<file path="src/rtl/xcvr_lock_pkg.sv">
// Shared types and constants for the transceiver PLL lock monitor.
package xcvr_lock_pkg;

  localparam int SYNC_STAGES = 2;

  typedef enum logic [1:0] {
    UNLOCKED = 2'd0,
    QUALIFY  = 2'd1,
    LOCKED   = 2'd2
  } lock_state_t;

  // Bits needed to hold values 0..value-1; never returns less than 1.
  function automatic int clog2(input int value);
    int r;
    int v;
    r = 0;
    v = value - 1;
    while (v > 0) begin
      r++;
      v = v >>> 1;
    end
    return (r == 0) ? 1 : r;
  endfunction

endpackage

</file>
<file path="src/rtl/xcvr_lock_monitor_if.sv">
// Per-channel lock status bundle between the monitor top and one channel.
// Handshake: none; all signals are level/pulse qualified by clk, pll_locked is raw async.
interface xcvr_lock_monitor_if
  import xcvr_lock_pkg::*;
#(
  parameter int CNT_W = 8
) ();
  logic             pll_locked;
  logic             clear;
  logic             locked;
  logic             sticky;
  logic [CNT_W-1:0] lol_count;
  logic             recal;
  lock_state_t      state;

  modport master (
    output pll_locked, clear,
    input  locked, sticky, lol_count, recal, state
  );

  modport slave (
    input  pll_locked, clear,
    output locked, sticky, lol_count, recal, state
  );
endinterface

</file>
<file path="src/rtl/xcvr_lock_chan.sv">
// One monitored PLL: synchroniser, lock-qualify FSM, sticky loss flag and loss counter.
// Recalibration timeout is built only when XCVR_LOCK_TIMEOUT_EN is defined.
module xcvr_lock_chan
  import xcvr_lock_pkg::*;
#(
  parameter int DEB_CYCLES     = 1024,
  parameter int CNT_W          = 8,
  parameter int TIMEOUT_CYCLES = 1000000
) (
  input logic                 clk_i,
  input logic                 rst_ni,
  xcvr_lock_monitor_if.slave  ch_if
);

  localparam int               DEB_W    = clog2(DEB_CYCLES);
  localparam logic [DEB_W-1:0] DEB_LAST = DEB_W'(DEB_CYCLES - 1);
  localparam logic [CNT_W-1:0] CNT_MAX  = {CNT_W{1'b1}};

  if (DEB_CYCLES < 2) begin : g_bad_deb
    $error("xcvr_lock_chan: DEB_CYCLES must be at least 2");
  end
  if (TIMEOUT_CYCLES < 2) begin : g_bad_timeout
    $error("xcvr_lock_chan: TIMEOUT_CYCLES must be at least 2");
  end

  logic [SYNC_STAGES-1:0] sync_q;
  logic                   sync;
  lock_state_t            state_q;
  logic [DEB_W-1:0]       deb_q;
  logic                   locked_q;
  logic                   sticky_q, sticky_d;
  logic [CNT_W-1:0]       lol_cnt_q, lol_cnt_d;
  logic                   loss;

  assign sync = sync_q[SYNC_STAGES-1];
  // Only a drop out of LOCKED counts; glitches during QUALIFY are silently rejected.
  assign loss = (state_q == LOCKED) && !sync;

  always_comb begin
    sticky_d  = sticky_q;
    lol_cnt_d = lol_cnt_q;
    if (loss) begin
      sticky_d = 1'b1;
      if (ch_if.clear) begin
        lol_cnt_d = CNT_W'(1);
      end else if (lol_cnt_q != CNT_MAX) begin
        lol_cnt_d = lol_cnt_q + 1'b1;
      end
    end else if (ch_if.clear) begin
      sticky_d  = 1'b0;
      lol_cnt_d = '0;
    end
  end

  always_ff @(posedge clk_i or negedge rst_ni) begin
    if (!rst_ni) begin
      sync_q    <= '0;
      state_q   <= UNLOCKED;
      deb_q     <= '0;
      locked_q  <= 1'b0;
      sticky_q  <= 1'b0;
      lol_cnt_q <= '0;
    end else begin
      sync_q    <= {sync_q[SYNC_STAGES-2:0], ch_if.pll_locked};
      locked_q  <= (state_q == LOCKED);
      sticky_q  <= sticky_d;
      lol_cnt_q <= lol_cnt_d;
      case (state_q)
        UNLOCKED: begin
          if (sync) begin
            state_q <= QUALIFY;
            deb_q   <= DEB_W'(1);
          end
        end
        QUALIFY: begin
          if (!sync) begin
            state_q <= UNLOCKED;
            deb_q   <= '0;
          end else if (deb_q == DEB_LAST) begin
            state_q <= LOCKED;
            deb_q   <= '0;
          end else begin
            deb_q <= deb_q + 1'b1;
          end
        end
        LOCKED: begin
          if (!sync) state_q <= UNLOCKED;
        end
        default: begin
          state_q <= UNLOCKED;
          deb_q   <= '0;
        end
      endcase
    end
  end

`ifdef XCVR_LOCK_TIMEOUT_EN
  localparam int              TO_W    = clog2(TIMEOUT_CYCLES);
  localparam logic [TO_W-1:0] TO_LAST = TO_W'(TIMEOUT_CYCLES - 1);

  logic [TO_W-1:0] to_q;
  logic            recal_q;

  // Free-runs while not locked, restarting after each request so requests repeat.
  always_ff @(posedge clk_i or negedge rst_ni) begin
    if (!rst_ni) begin
      to_q    <= '0;
      recal_q <= 1'b0;
    end else if (state_q == LOCKED) begin
      to_q    <= '0;
      recal_q <= 1'b0;
    end else if (to_q == TO_LAST) begin
      to_q    <= '0;
      recal_q <= 1'b1;
    end else begin
      to_q    <= to_q + 1'b1;
      recal_q <= 1'b0;
    end
  end

  assign ch_if.recal = recal_q;
`else
  assign ch_if.recal = 1'b0;
`endif

  assign ch_if.locked    = locked_q;
  assign ch_if.sticky    = sticky_q;
  assign ch_if.lol_count = lol_cnt_q;
  assign ch_if.state     = state_q;

endmodule

</file>
<file path="src/rtl/xcvr_lock_monitor.sv">
// Debounced lock monitor for NUM_PLLS transceiver PLLs with aggregate lock and loss statistics.
// Optional recalibration requests: define XCVR_LOCK_TIMEOUT_EN.
module xcvr_lock_monitor #(
  parameter int NUM_PLLS       = 3,
  parameter int DEB_CYCLES     = 1024,
  parameter int CNT_W          = 8,
  parameter int TIMEOUT_CYCLES = 1000000
) (
  input  logic                      clk_100_clk,
  input  logic                      reset_100_reset_n,
  input  logic [NUM_PLLS-1:0]       pll_locked_in,
  input  logic [NUM_PLLS-1:0]       clear_in,
  output logic [NUM_PLLS-1:0]       pll_locked_out,
  output logic                      all_locked_out,
  output logic [NUM_PLLS-1:0]       lol_sticky_out,
  output logic [NUM_PLLS*CNT_W-1:0] lol_count_out,
  output logic [NUM_PLLS-1:0]       recal_req_out
);

  if (NUM_PLLS < 1 || NUM_PLLS > 32) begin : g_bad_num
    $error("xcvr_lock_monitor: NUM_PLLS must be 1..32");
  end

  for (genvar i = 0; i < NUM_PLLS; i++) begin : g_chan
    xcvr_lock_monitor_if #(.CNT_W(CNT_W)) ch_if ();

    assign ch_if.pll_locked = pll_locked_in[i];
    assign ch_if.clear      = clear_in[i];

    xcvr_lock_chan #(
      .DEB_CYCLES    (DEB_CYCLES),
      .CNT_W         (CNT_W),
      .TIMEOUT_CYCLES(TIMEOUT_CYCLES)
    ) u_chan (
      .clk_i (clk_100_clk),
      .rst_ni(reset_100_reset_n),
      .ch_if (ch_if)
    );

    assign pll_locked_out[i]               = ch_if.locked;
    assign lol_sticky_out[i]               = ch_if.sticky;
    assign lol_count_out[i*CNT_W +: CNT_W] = ch_if.lol_count;
    assign recal_req_out[i]                = ch_if.recal;
  end

  logic all_locked_q;

  always_ff @(posedge clk_100_clk or negedge reset_100_reset_n) begin
    if (!reset_100_reset_n) all_locked_q <= 1'b0;
    else                    all_locked_q <= &pll_locked_out;
  end

  assign all_locked_out = all_locked_q;

endmodule

</file>
<file path="config.mk">
export PLATFORM = sky130hd
export DESIGN_NAME = xcvr_lock_monitor
export DESIGN_NICKNAME = d
export VERILOG_FILES = /design/src/rtl/xcvr_lock_pkg.sv /design/src/rtl/xcvr_lock_monitor_if.sv /design/src/rtl/xcvr_lock_chan.sv /design/src/rtl/xcvr_lock_monitor.sv
export SDC_FILE = /design/constraint.sdc
export NUM_CORES = 1
export LEC_CHECK = 0
export BUFFER_PORTS_ARGS = -buffer_cell sky130_fd_sc_hd__buf_2
export CORE_ASPECT_RATIO = 2
export CORE_MARGIN = 1
export CORE_UTILIZATION = 45
export CTS_CLUSTER_DIAMETER = 50
export CTS_CLUSTER_SIZE = 8
export DETAILED_ROUTE_END_ITERATION = 8
export GPL_ROUTABILITY_DRIVEN = 0
export PLACE_DENSITY = 0.62
export SETUP_SLACK_MARGIN = 0.3
export SKIP_CTS_REPAIR_TIMING = 1
export SLEW_MARGIN = 30
export SYNTH_ARGS = -nofsm -noshare
export SYNTH_HDL_FRONTEND = slang
export SYNTH_SLANG_ARGS = --single-unit
export TNS_END_PERCENT = 100
</file>
<file path="constraint.sdc">
create_clock -name clk_100_clk -period 1.9 [get_ports clk_100_clk]
set_input_delay 0 -clock clk_100_clk [delete_from_list [all_inputs] [get_ports clk_100_clk]]
set_output_delay 0 -clock clk_100_clk [all_outputs]
set_load 0.05 [all_outputs]
</file>
## Word-level counts from Yosys, hierarchy flattened

Cells that the tools add are included.

| word-level totals | value |
|---|---|
| input port bits | 8 |
| memories kept | 0 |
| ROM bits | 0 |
| register bits after elaboration | 73 |
| memory bits (writable) | 0 |
| logic and storage cells | 119 |
| latch bits | 0 |
| output and inout port bits | 34 |

| cells by class | value |
|---|---|
| eq/ne operators | 21 |
| mux-type cells | 45 |
| order comparisons | 0 |
| bitwise operators | 3 |
| add/sub/neg operators | 6 |
| div/mod/pow operators | 0 |
| reductions and logical operators | 25 |
| shifts and indexed selects | 0 |
| multipliers | 0 |

Operator list:

| kind | count |
|---|---|
| $mux 8 | 12 |
| $mux 10 | 9 |
| $pmux 10 s3 | 3 |
| $add 10x1->10 const B | 3 |
| $eq 10x10->1 const B | 3 |
| $add 8x1->8 const B | 3 |
| $mux 2 | 12 |
| $ne 8x8->1 const B | 3 |
| $pmux 2 s3 | 3 |
| $reduce_and 2->1 | 6 |
| $reduce_and 3->1 | 4 |
| $reduce_bool 2->1 | 6 |
| $ne 3x3->1 const B | 3 |
| $eq 2x1->1 const B | 3 |
| $eq 2x2->1 const B | 3 |
| $logic_not 2->1 | 3 |
| $mux 1 | 6 |
| $ne 2x1->1 const B | 3 |
| $ne 2x2->1 const B | 3 |
| $logic_and 1x1->1 | 3 |
| $logic_not 1->1 | 3 |
| $not 1->1 | 3 |

## Depth between registers and ports, before layout

| depth | value |
|---|---|
| depth in word-level cells | 4 |
| depth in mapped cells | 6 |

## Hierarchy

Synthesis repeated with hierarchy kept, for this count alone.

| unflattened totals | value |
|---|---|
| cells, all modules | 359 |
| area, all modules | 3724.8 µm² |

Modules (own cells, without submodules):

| module | area an instance (µm²) | times used | cells an instance |
|---|---|---|---|
| xcvr_lock_chan | 1208.7 | 3 | 116 |
| xcvr_lock_monitor | 98.8 | 1 | 11 |

## Worst setup path before layout

No wires, ideal clock.

| path | value |
|---|---|
| path kind | register to register |
| start | register g_chan[2].u_chan.lol_cnt_q[0] |
| end | register g_chan[2].u_chan.lol_cnt_q[6] |
| setup time | 78 ps |
| required time | 1822 ps |
| stages on the path, launching flop included | 6 |
| path buffers | 0 |
| slack | 68 ps |
| arrival time | 1754 ps |
| period minus slack after synthesis | 1832 ps |
| path through | dfrtp_1 > ha_1 > nand3_1 > nand3b_1 > or3_1 > a21oi_1 |

| on the way | value |
|---|---|
| longest elaborated chain between the ends | 4 |
| elaborated cells on any way between the ends | 7 |
| those cells by class | add/sub: 1; eq/ne: 1; mux: 3; reduce/logical: 2 |

Ends and longest elaborated chain:

| item | RTL line | source |
|---|---|---|
| from (decl) | xcvr_lock_chan.sv:32 | `logic [CNT_W-1:0] lol_cnt_q, lol_cnt_d;` |
| from (signal assigned) | xcvr_lock_chan.sv:67 | `lol_cnt_q <= lol_cnt_d;` |
| $add 8x1->8 | xcvr_lock_chan.sv:47 | `lol_cnt_d = lol_cnt_q + 1'b1;` |
| $mux 8 | xcvr_lock_chan.sv:46 | `end else if (lol_cnt_q != CNT_MAX) begin` |
| $mux 8 | xcvr_lock_chan.sv:44 | `if (ch_if.clear) begin` |
| $mux 8 | xcvr_lock_chan.sv:42 | `if (loss) begin` |

Parallel ways exist; a longest one is shown, timed or not. The select of a mux whose other input is x is not followed.
A chain may end at the register's enable or synchronous reset.

## Worst setup path after layout

| path | value |
|---|---|
| start | register g_chan[1].u_chan.lol_cnt_q[0] |
| end | register g_chan[1].u_chan.lol_cnt_q[4] |

| on the way | value |
|---|---|
| longest elaborated chain between the ends | 4 |
| elaborated cells on any way between the ends | 7 |
| those cells by class | add/sub: 1; eq/ne: 1; mux: 3; reduce/logical: 2 |

Ends and longest elaborated chain:

| item | RTL line |
|---|---|
| from (decl) | xcvr_lock_chan.sv:32 |
| from (signal assigned) | xcvr_lock_chan.sv:67 |
| $add 8x1->8 | xcvr_lock_chan.sv:47 |
| $mux 8 | xcvr_lock_chan.sv:46 |
| $mux 8 | xcvr_lock_chan.sv:44 |
| $mux 8 | xcvr_lock_chan.sv:42 |

Parallel ways exist; a longest one is shown, timed or not. The select of a mux whose other input is x is not followed.

==> reports/qor.txt <==
Row cnt = 46
Port Buffer Count = 38
Worst-margin pin slew = 0.586 ns
TNS Setup = 0 ns
N_diodes = 0
Mapped Area = 0.00368 mm2
Yosys warns = 0
Distinct cells, synth = 51
Initial DRC Count = 177
Max stage delay on crit path = 0.47 ns
Clock latency on the worst-skew pair = 0.33 ns
RSZ-0062 raised after global routing = true
DIE HEIGHT = 130 um
# IOs = 42
Met1 wire length = 3170 um
Clock Pin Slew Worst Setup and Hold Paths = 0.06 ns
Net Sw Power = 813 uW
Sequential power share = 42.1%
Peak Freq = 0.655 GHz
Die area = 0.00858 mm2
Wirelength, routed = 8500 um
Wire per inst = 16.1 um
Number of synthesized flops with an enable pin = 0
Total design power = 3870 uW
Area Overhead vs Synth = 23.4%
Top Layer Used = met4
First-pass GRT wire length = 13,700 um
Final hold violation count = 0
Crit path DAT = 1.80 ns
Post-synth top area cell = dfrtp_1
Core area = 0.00794 mm2
Seq/Total Area, Yosys = 49.6%
H-Tree Depth = 3
DR pass1 iterations = 5
Largest net degree at the start of global routing = 42
Critical path's slowest cell = or4_1
Horiz. Die Dim = 66.0 um
Remaining Overflow, GRT = 0
Asr flop ratio synth = 100%
Vias/cell = 5.95
Max-cap violation count = 0
Clock tree buffer depth = 2
Leak = 0.00204 uW
Clock group share of total power = 52.5%
Final setup violation count = 0
Crit Path Category = reg -> reg
Final min period = 1.53 ns
Required time worst endpoint = 2.17 ns
Power Dens Cells = 852 mW/mm2
CTS Root Buffer Type = clkbuf_16
Setup Skew = 0.00383 ns
Cells after Synth = 370
Total CTS buffers = 9
Tcrit/Tclk final = 80.3%
DR WL met3 = 263 um
Status = complete, no violations
DR vias = 3,136
Sw Share = 21.0%
Antenna violations before repair = 0
Top-area cell type share of the netlist area = 49.6%
Hold Crit Class = in -> async
Top_reg_cell synth = dfrtp_1
Worst vdd ir = 0.624 mV
Comb pwr share = 5.4%
Seq cells post-synth = 73
CP Cell Sequence = ha_2 > nand4_1 > o21ai_2 > or4_1 > nand2_1
Crit-path max FO = 5
Clk sink count = 73
DR DRC count = 0
NumNets Final = 440
Slew HR = 60.8%
CTS tree = built
Critical path origin = g_chan[1].u_chan.ch_if.lol_count[0]$_DFFE_PN0P_
Starting density of the core = 46.4%
Share of cells above drive strength 1 = 24.1%
Reg-to-Reg Start = g_chan[1].u_chan.ch_if.lol_count[0]$_DFFE_PN0P_
Met2 WL = 4720 um
Hpwl dp = 5900 um
Total internal power = 3060 uW
Reg2reg setup slack = 0.37 ns
Slew Limit Fails = 0
Largest cells by area after synthesis = dfrtp_1 (50%), o21ai_0 (3.7%), nand3_1 (3.1%)
Setup crit end kind = register
Final antenna-violating net count = 0
Worst Setup Start Kind = register
Fillers = 690
Vias in the first global route = 2,995
Gr usage total = 21.1%
Avg Cell Area, Syn = 9.96 um2
[critical path: cells and delay by family, from the launching register on]
family          cells  cell delay [ns]
simple gates        3             0.68
flops               1             0.43
fa+ha+maj           1             0.23
compound gates      1             0.11
[power by group through the flow]
| stage | Sequential [uW] | Combinational (uW) | Clock (uW) |
|---|---|---|---|
| final | 1630 | 210 | 2030 |
| after global placement | 1650 | 175 | 0 |
| after CTS | 1630 | 179 | 2060 |
| after floorplan | 1640 | 113 | 0 |
| after detailed placement | 1660 | 179 | 0 |
| after global routing | 1630 | 236 | 2140 |
[cells in the final DEF (no fill, tap or decap), drive strengths merged, types with 8 or more instances in the layout]
cell / instances
nor3: 8
clkbuf: 12
nand3: 23
nor2: 29
buf: 54
nand2: 26
inv: 10
a21oi: 11
o211ai: 10
xor2: 10
and3: 16
nand4: 12
dfrtp: 73
o21ai: 28
[per-stage QoR]
step	hold WS (ns)	utilization, %	worst slack (ns)	cells	instance area, um2
finish	0.152	57.2	0.374	527	4550
floorplan	-0.296	-	0.263	372	3730
global placement	-0.0199	50.2	0.316	495	3990
detailed placement	-0.0166	50.2	0.251	495	3990
CTS	-0.375	54.8	0.228	511	4350
global route	0.199	57.2	0.279	527	4550
[registers in the layout, summed over array words and instances (netlist names)]
name / cells
g_chan.u_chan.deb_q: 30
g_chan.u_chan.ch_if.lol_count: 24
g_chan.u_chan.ch_if.state: 6
g_chan.u_chan.sync_q: 6
g_chan.u_chan.ch_if.locked: 3
g_chan.u_chan.ch_if.sticky: 3
all_locked_out: 1
[cells in the mapped netlist, types with 6 or more instances]
cell type	count
nor3_1	8
mux2i_1	6
nor2_1	29
a21oi_1	11
nand2_1	26
xor2_1	10
dfrtp_1	73
ha_1	6
inv_1	10
buf_4	9
nand4_1	12
and3_1	16
nand3_1	23
o21ai_0	27
o211ai_1	10
nor2b_1	6
[routing by layer]
layer	global-route usage [%]	vias up
met2	37.5	89
met1	21.8	1549
met5	0	-
met3	4.55	27
met4	13.5	0
li1	-	1471
[final timing paths]
path	endpoint	cells after the start
min reg2reg	g_chan[0].u_chan.sync_q[1]$_DFF_PN0_	0
min	g_chan[2].u_chan.ch_if.lol_count[3]$_DFFE_PN0P_	2
max reg2reg	g_chan[1].u_chan.ch_if.lol_count[4]$_DFFE_PN0P_	5
min in group clk_100_clk	g_chan[1].u_chan.sync_q[0]$_DFF_PN0_	2
max in group asynchronous	g_chan[0].u_chan.ch_if.lol_count[5]$_DFFE_PN0P_	3
max	g_chan[1].u_chan.ch_if.lol_count[4]$_DFFE_PN0P_	5
[layout make-up]
| class | instances | area (um2) | area share, % |
|---|---|---|---|
| clock buffers | 12 | 267 | 5.86 |
| repair buffers | 61 | 395 | 8.70 |
| flip-flops and latches | 73 | 1840 | 40.6 |
| multi-input cells | 271 | 1790 | 39.3 |
| well taps | 96 | 120 | 2.64 |
| inverters | 10 | 37.5 | 0.826 |
| clock inverters | 4 | 97.6 | 2.15 |
[logic make-up (layout without fill, tap and decap cells)]
| family | Yosys count | after routing | share of synthesized area [%] |
|---|---|---|---|
| AOI/OAI and AO/OA | 88 | 88 | 16.0 |
| xor gates and xnor gates | 14 | 14 | 3.33 |
| buffers and inverters | 28 | 87 | 4.24 |
| muxes | 6 | 6 | 1.63 |
| and+or+nand+nor | 154 | 154 | 23.1 |
| DFF | 73 | 73 | 49.6 |
| adders and majority gates | 6 | 6 | 2.04 |
| other | 1 | 3 | 0.102 |
Note: power is estimated with default switching activity, not from simulation.
